File: src/rtl/mem_nb_stage.sv
// Non-blocking memory-response stage between EXE and WB: an in-order queue of in-flight
// instructions, matching in-order data_ok responses and retiring extended load data in order.
module mem_nb_stage #(
  parameter int unsigned DEPTH     = 2,
  parameter int unsigned PAYLOAD_W = 64
) (
  input  logic                         clk,
  input  logic                         resetn,
  input  logic                         flush,
  input  logic                         in_valid,
  output logic                         in_ready,
  input  logic                         in_req,
  input  logic                         in_is_load,
  input  logic [3:0]                   in_mem_op,
  input  logic [31:0]                  in_alu_result,
  input  logic [PAYLOAD_W-1:0]         in_payload,
  input  logic                         data_ok,
  input  logic [31:0]                  rdata,
  output logic                         out_valid,
  input  logic                         out_ready,
  output logic [31:0]                  out_wdata,
  output logic [PAYLOAD_W-1:0]         out_payload,
  output logic [$clog2(DEPTH+1)-1:0]   pend_cnt,
  output logic [$clog2(DEPTH+1)-1:0]   cancel_cnt
);

  localparam int unsigned PTR_W = $clog2(DEPTH);
  localparam int unsigned CNT_W = $clog2(DEPTH+1);
  localparam int unsigned SUM_W = CNT_W + 2;

  localparam logic [3:0] OP_LD_B  = 4'd0;
  localparam logic [3:0] OP_LD_H  = 4'd1;
  localparam logic [3:0] OP_LD_W  = 4'd2;
  localparam logic [3:0] OP_LD_BU = 4'd8;
  localparam logic [3:0] OP_LD_HU = 4'd9;

  logic [PAYLOAD_W-1:0] r_payload [DEPTH];
  logic                 r_is_load [DEPTH];
  logic [3:0]           r_mem_op  [DEPTH];
  logic [31:0]          r_alu     [DEPTH];
  logic [31:0]          r_rdata   [DEPTH];
  logic [DEPTH-1:0]     r_done;

  logic [PTR_W-1:0]     r_head;
  logic [PTR_W-1:0]     r_tail;
  logic [CNT_W-1:0]     r_count;
  logic [CNT_W-1:0]     r_cancel;

  logic                 w_tgt_hit;
  logic [PTR_W-1:0]     w_tgt_idx;
  logic [PTR_W-1:0]     w_scan_idx;
  logic [CNT_W-1:0]     w_undone;
  logic                 w_out_valid;
  logic                 w_deq_ok;
  logic                 w_deq;
  logic                 w_in_ready;
  logic                 w_fire;
  logic                 w_cancel_take;
  logic                 w_resp_q;
  logic                 w_resp_in;
  logic [SUM_W-1:0]     w_fl_sum;
  logic [SUM_W-1:0]     w_fl_adj;
  logic                 w_fl_sub;

  // Oldest undone valid entry is the response target; also count undone entries.
  always_comb begin
    w_tgt_hit  = 1'b0;
    w_tgt_idx  = r_head;
    w_scan_idx = r_head;
    w_undone   = '0;
    for (int k = 0; k < DEPTH; k++) begin
      w_scan_idx = r_head + PTR_W'(k);
      if (CNT_W'(k) < r_count && !r_done[w_scan_idx]) begin
        w_undone = w_undone + CNT_W'(1);
        if (!w_tgt_hit) begin
          w_tgt_hit = 1'b1;
          w_tgt_idx = w_scan_idx;
        end
      end
    end
  end

  assign w_out_valid   = (r_count != '0) & r_done[r_head];
  assign w_deq_ok      = w_out_valid & out_ready;
  assign w_deq         = w_deq_ok & ~flush;
  assign w_in_ready    = ((r_count < CNT_W'(DEPTH)) | w_deq_ok) & (r_cancel == '0) & ~flush;
  assign w_fire        = in_valid & w_in_ready;
  assign w_cancel_take = data_ok & (r_cancel != '0);
  assign w_resp_q      = data_ok & (r_cancel == '0) & w_tgt_hit;
  assign w_resp_in     = data_ok & (r_cancel == '0) & ~w_tgt_hit & w_fire & in_req;

  // Responses still owed to flushed requests; a response never goes below zero.
  always_comb begin
    w_fl_sum = SUM_W'(r_cancel) - SUM_W'(w_cancel_take) + SUM_W'(w_undone)
             + SUM_W'(in_valid & in_req);
    w_fl_sub = data_ok & (r_cancel == '0);
    w_fl_adj = w_fl_sum;
    if (w_fl_sub) begin
      w_fl_adj = (w_fl_sum != '0) ? (w_fl_sum - SUM_W'(1)) : '0;
    end
  end

  always_ff @(posedge clk) begin
    if (!resetn) begin
      r_head   <= '0;
      r_tail   <= '0;
      r_count  <= '0;
      r_cancel <= '0;
      r_done   <= '0;
    end else if (flush) begin
      r_head   <= '0;
      r_tail   <= '0;
      r_count  <= '0;
      r_cancel <= CNT_W'(w_fl_adj);
    end else begin
      if (w_cancel_take) r_cancel <= r_cancel - CNT_W'(1);
      if (w_resp_q) r_done[w_tgt_idx] <= 1'b1;
      if (w_fire) begin
        r_done[r_tail] <= ~in_req | w_resp_in;
        r_tail         <= r_tail + PTR_W'(1);
      end
      if (w_deq) r_head <= r_head + PTR_W'(1);
      r_count <= r_count + CNT_W'(w_fire) - CNT_W'(w_deq);
    end
  end

  // Entry payload storage needs no reset: validity lives in the count and done bits.
  always_ff @(posedge clk) begin
    if (w_fire) begin
      r_payload[r_tail] <= in_payload;
      r_is_load[r_tail] <= in_is_load;
      r_mem_op[r_tail]  <= in_mem_op;
      r_alu[r_tail]     <= in_alu_result;
      if (w_resp_in) r_rdata[r_tail] <= rdata;
    end
    if (w_resp_q && !flush) r_rdata[w_tgt_idx] <= rdata;
  end

  logic [31:0] w_hd_rdata;
  logic [31:0] w_hd_alu;
  logic [7:0]  w_byte;
  logic [15:0] w_half;

  // Load extraction from the head entry only, so no rdata-to-output path exists.
  always_comb begin
    w_hd_rdata = r_rdata[r_head];
    w_hd_alu   = r_alu[r_head];
    case (w_hd_alu[1:0])
      2'd0:    w_byte = w_hd_rdata[7:0];
      2'd1:    w_byte = w_hd_rdata[15:8];
      2'd2:    w_byte = w_hd_rdata[23:16];
      default: w_byte = w_hd_rdata[31:24];
    endcase
    w_half = w_hd_alu[1] ? w_hd_rdata[31:16] : w_hd_rdata[15:0];
    out_wdata = w_hd_alu;
    if (r_is_load[r_head]) begin
      case (r_mem_op[r_head])
        OP_LD_B:  out_wdata = {{24{w_byte[7]}}, w_byte};
        OP_LD_BU: out_wdata = {24'h0, w_byte};
        OP_LD_H:  out_wdata = {{16{w_half[15]}}, w_half};
        OP_LD_HU: out_wdata = {16'h0, w_half};
        OP_LD_W:  out_wdata = w_hd_rdata;
        default:  out_wdata = 32'h0;
      endcase
    end
  end

  assign out_valid   = w_out_valid;
  assign out_payload = r_payload[r_head];
  assign in_ready    = w_in_ready;
  assign pend_cnt    = r_count;
  assign cancel_cnt  = r_cancel;

endmodule
File: config.mk
export PLATFORM = sky130hd
export DESIGN_NAME = mem_nb_stage
export DESIGN_NICKNAME = d
export VERILOG_FILES = /design/src/rtl/mem_nb_stage.sv
export SDC_FILE = /design/constraint.sdc
export NUM_CORES = 1
export LEC_CHECK = 0
export CAP_MARGIN = 25
export CORE_ASPECT_RATIO = 1.5
export CORE_MARGIN = 4
export CORE_UTILIZATION = 45
export DETAILED_ROUTE_END_ITERATION = 6
export HOLD_SLACK_MARGIN = 0.08
export PLACE_DENSITY_LB_ADDON = 0.2
export SLEW_MARGIN = 20
export SYNTH_ARGS = -nofsm -noshare
export SYNTH_HDL_FRONTEND = slang
export SYNTH_SLANG_ARGS = --single-unit
File: constraint.sdc
create_clock -name clk -period 8.2 [get_ports clk]
set_input_delay 1.23 -clock clk [delete_from_list [all_inputs] [get_ports clk]]
set_output_delay 1.23 -clock clk [all_outputs]
set_load 0.03 [all_outputs]
* Yosys cells after proc, flatten, opt, wreduce, memory -nomap -nowiden
Memories as Yosys holds them, arrays and structs flattened. A register that Yosys moved wholly into a read port is not among the register bits. Index checks and enable logic that the tools add are counted.
Word-level totals: bits in registers 8, bits in latches 0, RAM bits 266, bits in read-only memories 0, input bits 140, output and inout port bits 102, memories kept 5
Memory list:
- r_payload | depth 2, bits a word 64, rd ports 1, clocked after memory_dff 1, write ports 1, line 37 | logic [PAYLOAD_W-1:0] r_payload [DEPTH];
- r_alu | depth 2, bits a word 32, rd ports 1, clocked after memory_dff 1, write ports 1, line 40 | logic [31:0] r_alu [DEPTH];
- r_rdata | depth 2, bits a word 32, rd ports 1, clocked after memory_dff 1, write ports 1, line 41 | logic [31:0] r_rdata [DEPTH];
- r_mem_op | depth 2, bits a word 4, rd ports 1, clocked after memory_dff 1, write ports 1, line 39 | logic [3:0] r_mem_op [DEPTH];
- r_is_load | depth 2, bits a word 1, rd ports 1, clocked after memory_dff 1, write ports 1, line 38 | logic r_is_load [DEPTH];
Cells by class: add/sub/neg operators 10, $mul 0, div/mod/pow operators 0, $lt $le $gt $ge 9, equal/unequal tests 6, shift operators 0, multiplexer cells 47, bitwise gates (word level) 20, reductions and logical operators 17
Operator list (number):
- $pmux W32 S5 | 1
- $mux W32 | 2
- $reduce_or A32 Y1 | 1
- $mux W1 | 30
- $pmux W8 S3 | 1
- $mux W2 | 9
- $mux W16 | 1
- $and A1 B1 Y1 | 13
- $eq A4 B4 Y1 const B | 2
- $lt A1 B2 Y1 const B | 4
- $reduce_bool A2 Y1 | 3
- $logic_and A1 B1 Y1 | 5
- $add A3 B3 Y4 | 1
- $add A4 B1 Y4 | 1
- $eq A4 B1 Y1 const B | 1
- $eq A4 B2 Y1 const B | 1
- $logic_not A2 Y1 | 2
- $logic_not A4 Y1 | 1
- $lt A1 B2 Y1 const A | 2
- $not A1 Y1 | 4
- $reduce_bool A4 Y1 | 1
- $sub A2 B1 Y2 const B | 2
- $logic_not A1 Y1 | 3
- $sub A2 B1 Y3 | 1
- 13 further kinds | 17

* Longest topological paths before layout
Gate-level depths: netlist of the first run.
depth in word-level cells 17, depth in mapped cells 13

* Worst setup path before layout of the first run
Ideal clock, no wire load.
kind input to register, start point input out_ready, end point register r_done[0], setup time 0.333 ns, arrival 6.141 ns, data required time 7.867 ns, path slack 1.726 ns, stages 5, cell sequence inv_1 -> o21a_1 -> nand3b_4 -> nor2_1 -> mux2i_1
On the way: longest elaborated chain between the ends 10
Ends and longest elaborated chain:
- start, declared | line 20 | input logic out_ready,
- $and A1 B1 Y1 * | line 84 | assign w_deq_ok = w_out_valid & out_ready;
- $or A1 B1 Y1 * | line 86 | assign w_in_ready = ((r_count < CNT_W'(DEPTH)) | w_deq_ok) & (r_cancel == '0) & ~flush;
- $and A1 B1 Y1 * (2 in series) | line 86
- $and A1 B1 Y1 * | line 87 | assign w_fire = in_valid & w_in_ready;
- $and A1 B1 Y1 (2 in series) | line 90 | assign w_resp_in = data_ok & (r_cancel == '0) & ~w_tgt_hit & w_fire & in_req;
- $or A1 B1 Y1 | line 119 | r_done[r_tail] <= ~in_req | w_resp_in;
- $bwmux W2 | line 119
- $mux W2 * | line 118 | if (w_fire) begin
- end signal, assigned by index | line 119
- end, declared | line 42 | logic [DEPTH-1:0] r_done;
Every way passes the cells marked *; elsewhere a longest branch is shown, timed or not. A chain may end at the register's enable or synchronous reset.

==> out/summary.log, run 1 <==
INFO  sta            fmaxAchievable=0.167GHz
INFO  clock_tree     tritoncts_clock_tree=done
INFO  logic_synthesis post_synth_num_cell_types=63
INFO  logic_synthesis syn_inst=667
INFO  pwr            pwr-share-clk=35.8%
INFO  sta            worst_clock_skew=0.0186ns
INFO  placement      place.port_buffers=241
INFO  flow_run       max_cap_violations=0
INFO  global_route   first_global_vias=7,220
INFO  floorplan      fp.dieArea=0.0287mm2
INFO  sta            setup_tns=0ns
INFO  logic_synthesis synth_top_cell_area_share=68.3%
INFO  route          route.antenna.remaining_nets=0
INFO  cells_and_area flow.area_growth_from_synthesis=29.9%
INFO  floorplan      initial_utilization=45.5%
INFO  hold_path      min-delay-path-class=flip-flop to flip-flop
INFO  clock_tree     cts_buffers=26
INFO  global_route   global_route.usage.total=18.5%
INFO  sta            rsz0062_at_grt=false
INFO  route          routed_wire_length_per_instance=21.8um
INFO  sta            report.final.setup_viol=0
INFO  global_route   gr_overflow_total=0
INFO  sta            relSlewSlack=31.6%
INFO  clock_tree     cts-resized-gates=0
INFO  floorplan      chipHeight=205um
INFO  logic_synthesis yosysWarningCount=0
INFO  placement      gpl.final_weighted_congestion=0.793
INFO  worst_setup_path crit_chain=buf_4 -> buf_4 -> nor2b_1 -> a2bb2oi_2 -> a21oi_2 -> o211ai_4 -> o221ai_1 -> clkdlybuf4s50_1
INFO  pwr            total_leakage_power=4.90nW
INFO  cells_and_area top_library_cells_by_usage_in_the_layout_fill_and_taps_aside=sky130_fd_sc_hd__edfxtp_1, sky130_fd_sc_hd__clkdlybuf4s50_1, sky130_fd_sc_hd__mux2_2
INFO  worst_setup_path critical_path_peak_fanout=56
INFO  cells_and_area post_route_cells_drive_above_1_share=17.1%
INFO  route          finalWirelength=27,600um
INFO  pwr            power-per-cell-area=204mW/mm2
INFO  worst_setup_path critical-path-top-cell-by-count=sky130_fd_sc_hd__buf_4
INFO  global_route   grt_first_pass_wirelength=40,700um
INFO  pwr            power.total=3.10mW
INFO  worst_setup_path reg2reg_from=cancel_cnt[0]
INFO  route          drt_pass1_iterations=5
INFO  worst_setup_path critical_path_required=6.97ns
INFO  clock_tree     cts_setup_buffers=0
INFO  clock_tree     clock_tree_root_buffer_cell=sky130_fd_sc_hd__clkbuf_16
INFO  global_route   antenna_found_initial=6
INFO  clock_tree     h-tree-depth=1
INFO  clock_tree     insertion_delay=0.54ns
INFO  logic_synthesis synth-async-reset-ratio=0%
INFO  sta            hold_ws=0.647ns
INFO  clock_tree     path_clk_slew=0.06ns
INFO  logic_synthesis synth-seq-cells=275
INFO  logic_synthesis synth-seq-area-share=69.9%
INFO  worst_setup_path worstSetupEndpointType=output pin
INFO  logic_synthesis synth_largest_area_cell=sky130_fd_sc_hd__edfxtp_1
INFO  logic_synthesis post_synth.cell_area_avg=17.5um2
INFO  clock_tree     clock_path_buffers=3
INFO  route          via_count=6,866
INFO  worst_setup_path path_class=flip-flop to output pin
INFO  pwr            power_frac_seq=52.1%
INFO  worst_setup_path critical_path.slowest_cell=sky130_fd_sc_hd__dfxtp_4
INFO  sta            worst_pin_slew=1.03ns
INFO  sta            period_minus_slack=6.00ns
INFO  worst_setup_path timing.critical_path.arrival=4.77ns
INFO  hold_path      min_from=r_done[1]
INFO  pwr            sw_frac_of_total=22.8%
INFO  sta            final_hold_viol_count=0
INFO  cells_and_area final_standard_cell_utilization_of_the_core=59.2%
INFO  worst_setup_path type_of_element_launching_the_critical_path=flip-flop
INFO  floorplan      design.core.area=0.0257mm2
INFO  floorplan      io_pins=242
INFO  route          drt-initial-drc-count=336
INFO  placement      detailed_place_hpwl=19,500um
INFO  pwr            power_switching=707uW
INFO  logic_synthesis synth_edf_count=266
INFO  floorplan      dieWidth=140um
INFO  global_route   grt_start_max_net_pins=57
INFO  clock_tree     post_cts_hold_buffer_count=0
INFO  route          route.detailed.vias_per_inst=5.42
INFO  cells_and_area nets=1,065
INFO  route          drc=0
INFO  sta            final.period_utilization=73.1%
INFO  clock_tree     tritoncts_num_sinks=275
INFO  logic_synthesis synth.area.top_cells=sky130_fd_sc_hd__edfxtp_1, sky130_fd_sc_hd__mux2_2, sky130_fd_sc_hd__mux2i_1
INFO  logic_synthesis synth.cell_area=0.0117mm2
INFO  pwr            power.internal=2.39mW
INFO  worst_setup_path critical_path.max_stage_delay=0.88ns
INFO  cells_and_area leading_cell_type_in_the_layout_fill_and_taps_excluded=sky130_fd_sc_hd__edfxtp_1
INFO  sta            drv_slew=0
INFO  status         status=complete, no violations
INFO  logic_synthesis synth.net_count=817
INFO  logic_synthesis synth_flop_cell=sky130_fd_sc_hd__edfxtp_1
INFO  pwr            combinational_share_of_power=12.1%
INFO  pwr            power.ir.vdd_worst=0.000186V
INFO  floorplan      placementRows=72
[cells in the mapped netlist (9+ instances only)]
cell type                  count
sky130_fd_sc_hd__buf_4        11
sky130_fd_sc_hd__nor2_1       18
sky130_fd_sc_hd__nand2_1      16
sky130_fd_sc_hd__inv_1        17
sky130_fd_sc_hd__o221ai_2     10
sky130_fd_sc_hd__dfxtp_1       9
sky130_fd_sc_hd__edfxtp_1    266
sky130_fd_sc_hd__o211ai_1     14
sky130_fd_sc_hd__mux2i_1      69
sky130_fd_sc_hd__mux2_2       72
sky130_fd_sc_hd__nor2b_1      13
sky130_fd_sc_hd__buf_6        10
sky130_fd_sc_hd__a22oi_1      21
[per-stage QoR]
| step | area [um2] | worst slack (ns) | cells |
|---|---|---|---|
| 2_1_floorplan | 11700 | 1.73 | 667 |
| 3_3_place_gp | 14300 | 2.79 | 1216 |
| 3_5_place_dp | 14300 | 2.72 | 1217 |
| 4_1_cts | 15100 | 2.13 | 1262 |
| 5_1_grt | 15200 | 1.93 | 1266 |
| 6_report | 15200 | 2.20 | 1267 |
[area by class of cell]
type	instances	area [um2]
diodes	2	5.00
clock buffers	35	684
clock inverters	10	90.1
fillers	2029	10500
inverters	17	63.8
multi-input cells	343	3210
flip-flops and latches	275	8170
well taps	333	417
repair buffers	252	2540
[power groups by stage]
stage / Clock (mW) / Sequential, mW / Combinational [mW]
after floorplan: 0 / 1.65 / 0.190
after global placement: 0 / 1.64 / 0.373
final: 1.11 / 1.61 / 0.375
after global routing: 1.20 / 1.61 / 0.401
after detailed placement: 0 / 1.64 / 0.375
after CTS: 1.14 / 1.61 / 0.378
[state kept, by name, indices dropped and copies added (netlist names), named ones only]
signal      count
r_payload     128
r_alu          64
r_rdata        64
r_mem_op        8
cancel_cnt      2
pend_cnt        2
r_done          2
r_is_load       2
r_head          1
r_tail          1
[worst paths after layout]
path | depth (start not counted) | end | slack [ns]
setup reg to reg | 7 | r_payload[1][48] | 5.01
setup / recovery | 8 | out_wdata[16] | 2.20
hold reg to reg | 2 | r_done[1] | 0.65
hold / removal | 2 | r_done[1] | 0.65
[worst max-delay path, delay by kind of cell (launching register included)]
kind | cells | cell delay (ns)
buffers and inverters | 3 | 2.00
AND/OR/NAND/NOR | 1 | 0.15
flip-flops | 1 | 0.88
AO/OA/AOI/OAI | 4 | 1.12
[metal layers]
| layer | global-route usage, % | up-vias | part of all wire, % |
|---|---|---|---|
| met5 | 0 | - | 0.18 |
| met4 | 7.27 | 10 | 3.9 |
| met3 | 5.05 | 63 | 6.9 |
| met2 | 34.9 | 237 | 54 |
| met1 | 19.6 | 3391 | 35 |
| li1 | - | 3165 | - |
[logic make-up (layout without fill, tap and decap cells)]
| group | count (synthesis) | in the layout | synth area share [%] |
|---|---|---|---|
| AND/OR/NAND/NOR | 68 | 68 | 3.68 |
| XOR/XNOR | 5 | 5 | 0.375 |
| multiplexers | 143 | 143 | 13.2 |
| adder cells (fa/ha/maj) | 10 | 10 | 1.20 |
| buffers and inverters | 49 | 314 | 2.88 |
| other | 0 | 2 | 0 |
| AO/OA/AOI/OAI | 117 | 117 | 8.81 |
| flip-flops | 275 | 275 | 69.9 |
(Power assumes the default switching activity.)
==> run 2: changes to the inputs <==
Clock period 8.2 ns to 5.1 ns, I/O delays scaled along.
==> run 2 against run 1 <==
  * Utilization barely moved
  * Design area barely moved
  * Via count fell by 2.5%
  * Sequential power rose by 61%
  * Non-clock buffer count fell by 2
  * Global-route usage fell by 0.44 points
  * Largest power group unchanged
==> out/summary.log, run 2 (same netlist as run 1, synthesis figures left out) <==
INFO  cells_and_area nets=1,062
INFO  worst_setup_path worstReg2RegEnd=r_rdata[0][6]
INFO  sta            post-route-worst-setup-slack=0.686ns
INFO  placement      detailedPlace.worstSlack=1.19ns
INFO  worst_setup_path critical_path_required=4.34ns
INFO  clock_tree     clock_tree_root_buffer_cell=sky130_fd_sc_hd__clkbuf_16
INFO  clock_tree     clock_path_buffers=3
INFO  floorplan      io_pins=242
INFO  worst_setup_path critical_path_peak_fanout=88
INFO  clock_tree     tritoncts_clock_tree=done
INFO  floorplan      placementRows=72
INFO  pwr            power-per-cell-area=329mW/mm2
INFO  status         status=complete, no violations
INFO  cells_and_area largestRegisters=r_payload x128, r_alu x64, r_rdata x64
INFO  route          route.antenna.remaining_nets=0
INFO  placement      gpl.final_weighted_congestion=0.793
INFO  global_route   gr_overflow_total=0
INFO  sta            final_hold_viol_count=0
INFO  clock_tree     post_cts_hold_buffer_count=0
INFO  global_route   antenna_found_initial=2
INFO  route          routed_wire_length_per_instance=21.2um
INFO  cells_and_area leading_cell_type_in_the_layout_fill_and_taps_excluded=sky130_fd_sc_hd__edfxtp_1
INFO  clock_tree     tritoncts_num_sinks=275
INFO  sta            relSlewSlack=29.6%
INFO  floorplan      chipHeight=205um
INFO  clock_tree     cts-resized-gates=0
INFO  route          drt_pass1_iterations=5
INFO  placement      place.port_buffers=241
INFO  pwr            power.ir.vdd_worst=0.000322V
INFO  worst_setup_path type_of_element_launching_the_critical_path=flip-flop
INFO  global_route   first_global_vias=7,055
INFO  cells_and_area flow.area_growth_from_synthesis=29.9%
INFO  route          finalWirelength=26,800um
INFO  sta            rsz0062_at_grt=false
INFO  sta            worst_clock_skew=0.0209ns
INFO  worst_setup_path timing.reg2reg.setup_slack=1.93ns
INFO  route          drt-initial-drc-count=325
INFO  floorplan      initial_utilization=45.5%
INFO  clock_tree     insertion_delay=0.53ns
INFO  cells_and_area register_name_with_the_most_flops=r_payload
INFO  worst_setup_path timing.critical_path.arrival=3.65ns
INFO  route          drc=0
INFO  clock_tree     path_clk_slew=0.06ns
INFO  hold_path      worst_hold_depth=2
INFO  clock_tree     h-tree-depth=1
INFO  cells_and_area top_library_cells_by_usage_in_the_layout_fill_and_taps_aside=sky130_fd_sc_hd__edfxtp_1, sky130_fd_sc_hd__clkdlybuf4s50_1, sky130_fd_sc_hd__mux2_2
INFO  placement      detailed_place_hpwl=18,800um
INFO  sta            setup_tns=0ns
INFO  route          via_count=6,697
INFO  sta            report.final.setup_viol=0
INFO  sta            drv_slew=0
INFO  hold_path      min-delay-path-class=flip-flop to flip-flop
INFO  flow_run       max_cap_violations=0
INFO  route          route.detailed.vias_per_inst=5.29
INFO  sta            final.period_utilization=86.5%
INFO  floorplan      dieWidth=140um
INFO  worst_setup_path r2r_cells=6
INFO  hold_path      timing.hold.worst_endpoint=r_done[0]
INFO  sta            worst_pin_slew=1.06ns
INFO  hold_path      min_from=r_done[0]
INFO  floorplan      design.core.area=0.0257mm2
INFO  worst_setup_path reg2reg_from=r_head
INFO  cells_and_area post_route_cells_drive_above_1_share=17.3%
INFO  pwr            total_leakage_power=4.92nW
INFO  global_route   global_route.usage.total=18.1%
INFO  sta            fmaxAchievable=0.227GHz
INFO  clock_tree     cts_buffers=25
INFO  cells_and_area largest_register_ff_count=128
INFO  clock_tree     cts_setup_buffers=0
INFO  floorplan      fp.dieArea=0.0287mm2
INFO  sta            period_minus_slack=4.41ns
INFO  worst_setup_path worstSetupEndpointType=output pin
INFO  worst_setup_path path_class=flip-flop to output pin
INFO  global_route   grt_start_max_net_pins=89
INFO  global_route   grt_first_pass_wirelength=39,900um
[run 2: cell types whose count changed in the layout (fill, tap and decap cells not counted), moves of 2 or more]
cell,delta
sky130_fd_sc_hd__buf_8,-2
sky130_fd_sc_hd__clkbuf_1,-3
sky130_fd_sc_hd__buf_4,-2
sky130_fd_sc_hd__buf_12,+3
sky130_fd_sc_hd__clkinvlp_4,-3
sky130_fd_sc_hd__clkinv_2,+5
sky130_fd_sc_hd__inv_6,+2
[run 2: stage by stage]
| stage | cell area [um2] | power (mW) | utilization [%] | instances | hold slack [ns] |
|---|---|---|---|---|---|
| after global placement | 14400 | 3.24 | 56.0 | 1217 | 0.606 |
| after global routing | 15200 | 5.19 | 59.1 | 1264 | 0.678 |
| after floorplan | 11700 | 2.96 | - | 667 | 0.534 |
| after detailed placement | 14400 | 3.25 | 56.0 | 1217 | 0.621 |
| final | 15200 | 4.99 | 59.1 | 1265 | 0.634 |
| after CTS | 15200 | 5.04 | 59.0 | 1263 | 0.635 |
[run 2: cell type report]
class | instances | area (um2)
fill | 2038 | 10500
sequential | 275 | 8170
multi-input combinational | 343 | 3210
timing repair buffer | 250 | 2530
clock buffer | 32 | 662
tap | 333 | 417
clock inverter | 14 | 124
inverter | 17 | 63.8
antenna | 1 | 2.50
[run 2: power by group]
part           total [mW]  switching [mW]  internal [mW]
sequential           2.59          0.0276           2.57
clock                1.79           0.772           1.02
combinational       0.602           0.320          0.282
[run 2: metal layers]
layer / vias up / wire [um] / global-route usage, %
met1: 3263 / 9520 / 20.1
li1: 3150 / - / -
met2: 218 / 14100 / 32.4
met3: 62 / 1940 / 5.16
met4: 4 / 1250 / 8.00
met5: - / 22 / 0
[run 2: worst max path at each step]
stage / start / end / slack [ns] / cells past startpoint
floorplan: out_ready / r_done[0] / -0.91 / 5
global placement: flip-flop / out_wdata[31] / 1.23 / 7
detailed placement: flip-flop / out_wdata[19] / 1.19 / 7
finish: flip-flop / out_wdata[19] / 0.69 / 7
global route: flip-flop / out_wdata[31] / 0.46 / 7
CTS: flip-flop / out_wdata[19] / 0.61 / 7
[run 2: worst max-delay path: stages, from the launching register on]
cell	delay (ns)
sky130_fd_sc_hd__dfxtp_4	0.70
sky130_fd_sc_hd__buf_12	0.49
sky130_fd_sc_hd__nor4_4	0.11
sky130_fd_sc_hd__nor2_2	0.23
sky130_fd_sc_hd__a21oi_2	0.09
sky130_fd_sc_hd__o211ai_4	0.55
sky130_fd_sc_hd__o221ai_1	0.25
sky130_fd_sc_hd__clkdlybuf4s50_1	0.65
